`config.mk`:
```
export PLATFORM = sky130hd
export DESIGN_NAME = draw_figure_ctl
export DESIGN_NICKNAME = d
export VERILOG_FILES = /design/src/rtl/vga_pkg.sv /design/src/rtl/draw_figure_ctl_delay.sv /design/src/rtl/draw_figure_ctl.sv
export SDC_FILE = /design/constraint.sdc
export NUM_CORES = 1
export LEC_CHECK = 0
export CORE_MARGIN = 3
export CORE_UTILIZATION = 40
export DETAILED_ROUTE_END_ITERATION = 12
export PLACE_DENSITY_LB_ADDON = 0.2
export SYNTH_ARGS = -nofsm -noshare
export SYNTH_HDL_FRONTEND = slang
export SYNTH_HIERARCHICAL = 1
export SYNTH_SLANG_ARGS = --single-unit
```
`constraint.sdc`:
```
create_clock -name clk -period 5.5 [get_ports clk]
set_input_delay 0.825 -clock clk [delete_from_list [all_inputs] [get_ports clk]]
set_output_delay 0.825 -clock clk [all_outputs]
set_load 0.02 [all_outputs]
```
`src/rtl/vga_pkg.sv`:
```
// Shared VGA timing constants and the bundled timing/colour word used by draw stages.
package vga_pkg;

  localparam int HOR_PIXELS = 800;
  localparam int VER_PIXELS = 600;
  localparam int HCOUNT_W   = 11;
  localparam int VCOUNT_W   = 11;
  localparam int RGB_W      = 12;

  localparam int FIG_ADDR_W = 12;
  localparam logic [RGB_W-1:0] KEY_COLOR_DEFAULT = 12'hF0F;

  typedef struct packed {
    logic [HCOUNT_W-1:0] hcount;
    logic [VCOUNT_W-1:0] vcount;
    logic                hsync;
    logic                vsync;
    logic                hblnk;
    logic                vblnk;
    logic [RGB_W-1:0]    rgb;
  } vga_bus_t;

  localparam int VGA_BUS_W = $bits(vga_bus_t);

  // Linear ROM address of a figure pixel stored row-major.
  function automatic logic [FIG_ADDR_W-1:0] fig_addr(
    input logic [FIG_ADDR_W-1:0] row,
    input logic [FIG_ADDR_W-1:0] col,
    input int                    width
  );
    return FIG_ADDR_W'(row * FIG_ADDR_W'(width)) + col;
  endfunction

endpackage

```
`src/rtl/draw_figure_ctl_delay.sv`:
```
// Generic register delay line: dout is din delayed by CLK_DEL clock cycles.
module draw_figure_ctl_delay #(
  parameter int WIDTH   = 8,
  parameter int CLK_DEL = 1
) (
  input  logic             clk,
  input  logic             rst_n,
  input  logic [WIDTH-1:0] din,
  output logic [WIDTH-1:0] dout
);

  logic [WIDTH-1:0] pipe [CLK_DEL];

  always_ff @(posedge clk or negedge rst_n) begin
    if (!rst_n) begin
      for (int i = 0; i < CLK_DEL; i++) begin
        pipe[i] <= '0;
      end
    end else begin
      pipe[0] <= din;
      for (int i = 1; i < CLK_DEL; i++) begin
        pipe[i] <= pipe[i-1];
      end
    end
  end

  assign dout = pipe[CLK_DEL-1];

endmodule

```
`src/rtl/draw_figure_ctl.sv`:
```
// Figure overlay stage: issues figure-ROM addresses from the beam position and
// composites the returned colour over the background, keeping timing aligned.
module draw_figure_ctl
  import vga_pkg::*;
#(
  parameter int               FIG_W     = 26,
  parameter int               FIG_H     = 26,
  parameter logic [RGB_W-1:0] KEY_COLOR = KEY_COLOR_DEFAULT
) (
  input  logic                  clk,
  input  logic                  rst_n,
  input  logic [HCOUNT_W-1:0]   hcount_in,
  input  logic [VCOUNT_W-1:0]   vcount_in,
  input  logic                  hsync_in,
  input  logic                  vsync_in,
  input  logic                  hblnk_in,
  input  logic                  vblnk_in,
  input  logic [RGB_W-1:0]      rgb_in,
  input  logic [HCOUNT_W-1:0]   fig_x,
  input  logic [VCOUNT_W-1:0]   fig_y,
  input  logic                  mirror,
  output logic [FIG_ADDR_W-1:0] rom_addr,
  input  logic [RGB_W-1:0]      rom_rgb,
  output logic [HCOUNT_W-1:0]   hcount_out,
  output logic [VCOUNT_W-1:0]   vcount_out,
  output logic                  hsync_out,
  output logic                  vsync_out,
  output logic                  hblnk_out,
  output logic                  vblnk_out,
  output logic [RGB_W-1:0]      rgb_out
);

  logic                vblnk_prev;
  logic [HCOUNT_W-1:0] pos_x;
  logic [VCOUNT_W-1:0] pos_y;
  logic                pos_mirror;

  // Position only moves at the start of vertical blanking so a frame never tears.
  always_ff @(posedge clk or negedge rst_n) begin
    if (!rst_n) begin
      vblnk_prev <= 1'b0;
      pos_x      <= '0;
      pos_y      <= '0;
      pos_mirror <= 1'b0;
    end else begin
      vblnk_prev <= vblnk_in;
      if (vblnk_in && !vblnk_prev) begin
        pos_x      <= fig_x;
        pos_y      <= fig_y;
        pos_mirror <= mirror;
      end
    end
  end

  logic [FIG_ADDR_W-1:0] hc_w, vc_w, px_w, py_w, x_end, y_end;
  logic [FIG_ADDR_W-1:0] dx, dy, col;
  logic                  in_box;
  logic [FIG_ADDR_W-1:0] addr_next;

  // One extra bit of width keeps px+FIG_W from wrapping near the right edge.
  always_comb begin
    hc_w   = {1'b0, hcount_in};
    vc_w   = {1'b0, vcount_in};
    px_w   = {1'b0, pos_x};
    py_w   = {1'b0, pos_y};
    x_end  = px_w + FIG_ADDR_W'(FIG_W);
    y_end  = py_w + FIG_ADDR_W'(FIG_H);
    in_box = (hc_w >= px_w) && (hc_w < x_end) &&
             (vc_w >= py_w) && (vc_w < y_end) &&
             !hblnk_in && !vblnk_in;
    dx     = hc_w - px_w;
    dy     = vc_w - py_w;
    col    = pos_mirror ? (FIG_ADDR_W'(FIG_W - 1) - dx) : dx;
    addr_next = in_box ? fig_addr(dy, col, FIG_W) : '0;
  end

  logic in_box_d1, in_box_d2;

  always_ff @(posedge clk or negedge rst_n) begin
    if (!rst_n) begin
      rom_addr  <= '0;
      in_box_d1 <= 1'b0;
      in_box_d2 <= 1'b0;
    end else begin
      rom_addr  <= addr_next;
      in_box_d1 <= in_box;
      in_box_d2 <= in_box_d1;
    end
  end

  vga_bus_t bus_in, bus_d2;

  assign bus_in = '{hcount: hcount_in, vcount: vcount_in,
                    hsync:  hsync_in,  vsync:  vsync_in,
                    hblnk:  hblnk_in,  vblnk:  vblnk_in,
                    rgb:    rgb_in};

  // Two cycles here plus the output register below give the 3-cycle alignment.
  draw_figure_ctl_delay #(
    .WIDTH   (VGA_BUS_W),
    .CLK_DEL (2)
  ) u_timing_delay (
    .clk   (clk),
    .rst_n (rst_n),
    .din   (bus_in),
    .dout  (bus_d2)
  );

  logic [RGB_W-1:0] rgb_next;

  always_comb begin
    rgb_next = bus_d2.rgb;
    if (bus_d2.hblnk || bus_d2.vblnk) begin
      rgb_next = '0;
    end else if (in_box_d2 && (rom_rgb != KEY_COLOR)) begin
      rgb_next = rom_rgb;
    end
  end

  always_ff @(posedge clk or negedge rst_n) begin
    if (!rst_n) begin
      hcount_out <= '0;
      vcount_out <= '0;
      hsync_out  <= 1'b0;
      vsync_out  <= 1'b0;
      hblnk_out  <= 1'b0;
      vblnk_out  <= 1'b0;
      rgb_out    <= '0;
    end else begin
      hcount_out <= bus_d2.hcount;
      vcount_out <= bus_d2.vcount;
      hsync_out  <= bus_d2.hsync;
      vsync_out  <= bus_d2.vsync;
      hblnk_out  <= bus_d2.hblnk;
      vblnk_out  <= bus_d2.vblnk;
      rgb_out    <= rgb_next;
    end
  end

endmodule

```
# Word-level counts from Yosys, hierarchy flattened

Index checks and enable logic that the tools add are counted.

Add/sub/neg operators: 6
Multiply operators: 1
Div/mod/pow operators: 0
Order comparisons: 4
Eq/ne operators: 1
Shift operators: 0
Multiplexer cells: 4
Bitwise gates (word level): 0
Reductions and logical operators: 11

Operators by type and width:

| cell                                                                 | number |
|---|---|
| 12-bit two-way mux                                                   | 4 |
| 11-bit by 5-bit adder with 12-bit output, second input constant      | 2 |
| 11-bit by 12-bit < comparator with 1-bit output                      | 2 |
| 11-bit by 11-bit subtractor with 12-bit output                       | 2 |
| 11-bit greater-or-equal comparator                                   | 2 |
| 12-bit adder                                                         | 1 |
| 12-bit by 4-bit multiplier with 11-bit output, second input constant | 1 |
| 12-bit inequality test, second input constant                        | 1 |
| 5-bit by 12-bit subtractor with 12-bit output, first input constant  | 1 |
| 1-bit logical AND                                                    | 7 |
| 1-bit zero test                                                      | 3 |
| 1-bit logical OR                                                     | 1 |

Flip-flop bits (word level): 152
Bits in latches: 0
RAM bits: 0
Bits in read-only memories: 0
Bits of input ports: 75
Output and inout bits: 50
Word-level logic and storage cells: 43
Memories: 0

# Depth between registers and ports, before layout

Depth in word-level cells: 8
Depth in mapped cells: 23
Depth with buffers taken out: 23

# Cells and area by module

The synthesis kept the hierarchy.

Modules (own cells, without submodules):

| module                | instances | cells each | area an instance (um^2) | seq. area each (um^2) |
|---|---|---|---|---|
| draw_figure_ctl       | 1         | 569        | 5,527.8                 | 1,901.8 |
| draw_figure_ctl_delay | 1         | 114        | 2,187.1                 | 1,901.8 |

# Worst setup path before layout

Ideal clock, no wire load.

Path kind: input to register
Start: input port vcount_in[0]
End: register rom_addr[11]
Library setup time: 0.079 ns
Arrival: 4.903 ns
Required time: 5.421 ns
Setup slack: 0.517 ns
Stages on the path: 22
Buffers on the path: 0
Cell sequence: inv_1 -> ha_1 -> inv_1 -> fa_1 -> nand3_1 -> nand2_1 -> a21o_1 -> a21o_2 -> xnor2_1 -> inv_1 -> ha_1 -> inv_1 -> fa_1 -> inv_1 -> ha_1 -> a21oi_1 -> xnor2_1 -> ha_1 -> a21oi_1 -> o21ai_0 -> xnor3_1 -> mux2i_1

Longest elaborated chain between the ends: 6
Elaborated cells between the ends (all ways): 10
Those cells by class: add/sub: 2; mul: 1; order compare: 2; mux: 1; reduce/logical: 4

RTL lines:

| what                                                                                   | RTL line              | source |
|---|---|---|
| start, declared                                                                        | draw_figure_ctl.sv:13 | `input logic [VCOUNT_W-1:0] vcount_in,` |
| branches (longest 5 deep; another with 11-bit by 11-bit subtractor with 12-bit output) | n/a                   |  |
| 12-bit two-way mux *                                                                   | draw_figure_ctl.sv:74 | `addr_next = in_box ? fig_addr(dy, col, FIG_W) : '0;` |
| via addr_next[11]                                                                      | draw_figure_ctl.sv:58 | `logic [FIG_ADDR_W-1:0] addr_next;` |
| end signal, assigned                                                                   | draw_figure_ctl.sv:85 | `rom_addr <= addr_next;` |
| end, declared                                                                          | draw_figure_ctl.sv:22 | `output logic [FIG_ADDR_W-1:0] rom_addr,` |

Mark *: on every way through the listed nets, which the timed path passes.
A chain may end at the register's enable or synchronous reset.

# Final worst setup path

Same ends and word-level chain as after synthesis.

==> results.toml <==
[power]
p_leak_uw = 0.00444
p_per_area_mw_per_mm2 = 577
ir_drop_mv = 0.575

[synth]
async_flop_share_pct = 100
syn_inst = 683
netlist.area_leader.share_pct = 49.3
yosysMostFrequentCell = "dfrtp_1"
synthTopCellsByCount = "dfrtp_1 (152), ha_1 (70), inv_1 (66)"
synthesis.area_mm2 = 0.00771
yosys.area.top_type = "dfrtp_1"
synth_cell_types = 64
synth_seq_area_share_pct = 49.3
synth_flop_cell = "dfrtp_1"
synth_fp_nets = 839
synth_edf_count = 0
synth_warnings = 6
syn_avg_cell_area_um2 = 11.3
ys_ff_latch = 152
yosys-top-cells-area = "dfrtp_1 (49%), ha_1 (11%), xnor2_1 (5.2%)"

[placed_design]
placed_area_mm2 = 0.00906
io_buffer_count = 124
finalWeightedCongestion = 0.849
dp_slack_ns = -0.128
hpwl_um = 12200

[grt]
grt_remaining_overflow = 0
antenna_found_initial = 0
grtUsageTotal_pct = 16.1
grt_pass1_vias = 5375
grt_pass1_wl_um = 26500
grt_max_degree = 105

[critical_path]
slowest_delay_ns = 0.52
path_max_fanout = 4
cp-end-kind = "flop"
path_cells = "clkdlybuf4s50_1 > inv_1 > ha_1 > inv_1 > fa_1 > nand3_1 > nand2_1 > a21o_1 > a21o_2 > xnor2_1 > buf_4 > fa_1 > inv_1 > ha_1 > o21ai_0 > nand2b_1 > a21o_1 > a21oi_1 > xnor2_1 > ha_1 > nand2_1 > o21ai_0 > xnor3_1 > mux2i_1"
setup.worst_path.start_class = "primary input"
critPathRequiredTime_ns = 5.79
crit_arrival_ns = 5.48
crit_slowest_cell = "fa_1"
reg2reg_slack_ns = 0.74
critical_path_class = "primary input to flop"

[floorplan]
initial_core_util_pct = 41.0
die-area_mm2 = 0.0210
fp.dieH_um = 145
core.rowCount = 50
die_w_um = 145
core_area_mm2 = 0.0188
pin_count = 125

[cells_and_area]
drive_above_1_share_pct = 8.83
n_antenna_cell = 0
syn_to_final_growth_pct = 25.1
stdcell_area_mm2 = 0.00965
nNetsFinal = 947

[timing]
fin_tns_setup_ns = 0
setup_viol = 0
slew_viol_final = 0
setup_slack_ns = 0.311
period_share_pct = 94.4
fin_crit_ns = 5.19
rsz0062_at_grt = "false"
hold_viol_final = 0
tightest_slew_ns = 1.26
skew_ns = 0.0129
fmax_mhz = 193
slew_headroom_pct = 15.2

[hold_path]
hold_path.class = "flop to flop"

[cts]
cts-htree-levels = 4
clock_sinks = 152
clockRootBuffer = "clkbuf_16"
cts_buffer_depth = 2
clkSlewWorstSetupHoldPaths_ns = 0.06
cts-resized-gates = 0
holdBufCountCts = 0
cts_setup_buffers = 0
cts_tree = "built"
clk_latency_ns = 0.41
cts_made_buffers = 17

[drt]
vias = 5099
vias_per_cell = 4.79
drt-initial-drc-count = 219
wl_um = 16200
antenna_left = 0
drc = 0
drt_pass1_iterations = 4
wl_per_cell_um = 15.2

[run]
maxCapViolCount = 0

[status]
status = "finished, final reports clean"
==> worst max-delay path, delay by kind of cell <==
family,cells,cell delay [ns]
xor+xnor,3,0.67
fa+ha+maj,5,1.69
compound gates,6,1.00
buf+inv,5,0.75
simple gates,4,0.41
mux,1,0.13
==> layout by cell type, fill, tap and decap left out, types with 5 or more instances in the layout <==
| cell | instances |
|---|---|
| a21o_1 | 11 |
| a21oi_1 | 24 |
| and3_1 | 11 |
| buf_4 | 14 |
| clkbuf_16 | 17 |
| clkdlybuf4s50_1 | 122 |
| dfrtp_1 | 152 |
| fa_1 | 11 |
| ha_1 | 70 |
| inv_1 | 66 |
| mux2i_1 | 10 |
| nand2_1 | 46 |
| nand3_1 | 7 |
| nand4_1 | 7 |
| nor2_1 | 31 |
| nor3_1 | 10 |
| o21ai_0 | 32 |
| o21bai_1 | 6 |
| or3_1 | 5 |
| xnor2_1 | 45 |
| xor2_1 | 12 |
==> final timing paths <==
| path | startpoint | to | cells after the start |
|---|---|---|---|
| min in group asynchronous | rst_n | u_timing_delay/dout[20]$_DFF_PN0_ | 1 |
| max in group asynchronous | rst_n | u_timing_delay/dout[11]$_DFF_PN0_ | 2 |
| setup reg to reg | pos_y[1]$_DFFE_PN0P_ | rom_addr[11]$_DFF_PN0_ | 22 |
| hold reg to reg | u_timing_delay/pipe[42]$_DFF_PN0_ | u_timing_delay/dout[4]$_DFF_PN0_ | 0 |
| hold / removal | u_timing_delay/pipe[42]$_DFF_PN0_ | u_timing_delay/dout[4]$_DFF_PN0_ | 0 |
| setup / recovery | vcount_in[0] | rom_addr[11]$_DFF_PN0_ | 24 |
==> final cells by class <==
type	count	area, um2
Fill cell	1637	9180
Sequential cell	152	3800
Multi-Input combinational cell	416	3360
Timing Repair Buffer	138	1350
Clock buffer	21	450
Tap cell	260	325
Inverter	66	248
Clock inverter	11	115
==> power breakdown <==
part / switching [uW] / internal [uW]
sequential: 35.0 / 1190
clock: 465 / 644
combinational: 1610 / 1620
total: 2110 / 3460
==> kinds of logic after synthesis <==
kind of cell | after synthesis | synth area share [%]
AND/OR/NAND/NOR | 147 | 9.65
AO/OA/AOI/OAI | 115 | 10.4
buffers and inverters | 115 | 7.54
flip-flops | 152 | 49.3
XOR/XNOR | 61 | 7.28
adder cells (fa/ha/maj) | 81 | 14.2
multiplexers | 12 | 1.59
==> per-stage QoR <==
stage                     power, uW  util [%]  hold slack, ns  cells
after floorplan                3570         -           0.331    683
final                          5570      51.3           0.340   1064
after global routing           6100      51.3           0.348   1064
after detailed placement       4370      48.1           0.335   1032
after CTS                      5560      51.1           0.341   1064
after global placement         4300      48.1           0.331   1032
==> flip-flops by register name (all words and copies together) (netlist names), 11 cells and up <==
signal	flops
u_timing_delay/dout	38
u_timing_delay/pipe	38
rgb_out	12
rom_addr	12
hcount_out	11
pos_x	11
pos_y	11
vcount_out	11
==> routing by layer <==
layer  global-route usage (%)  vias to the layer above  share of wire, %
met5                        0                        -                 0
met4                     4.17                        0              0.99
met3                     3.81                       14               4.6
met2                     26.7                      128                48
met1                     21.4                     2457                46
li1                         -                     2500                 -
No activity file was read; power rests on OpenSTA's default activity.
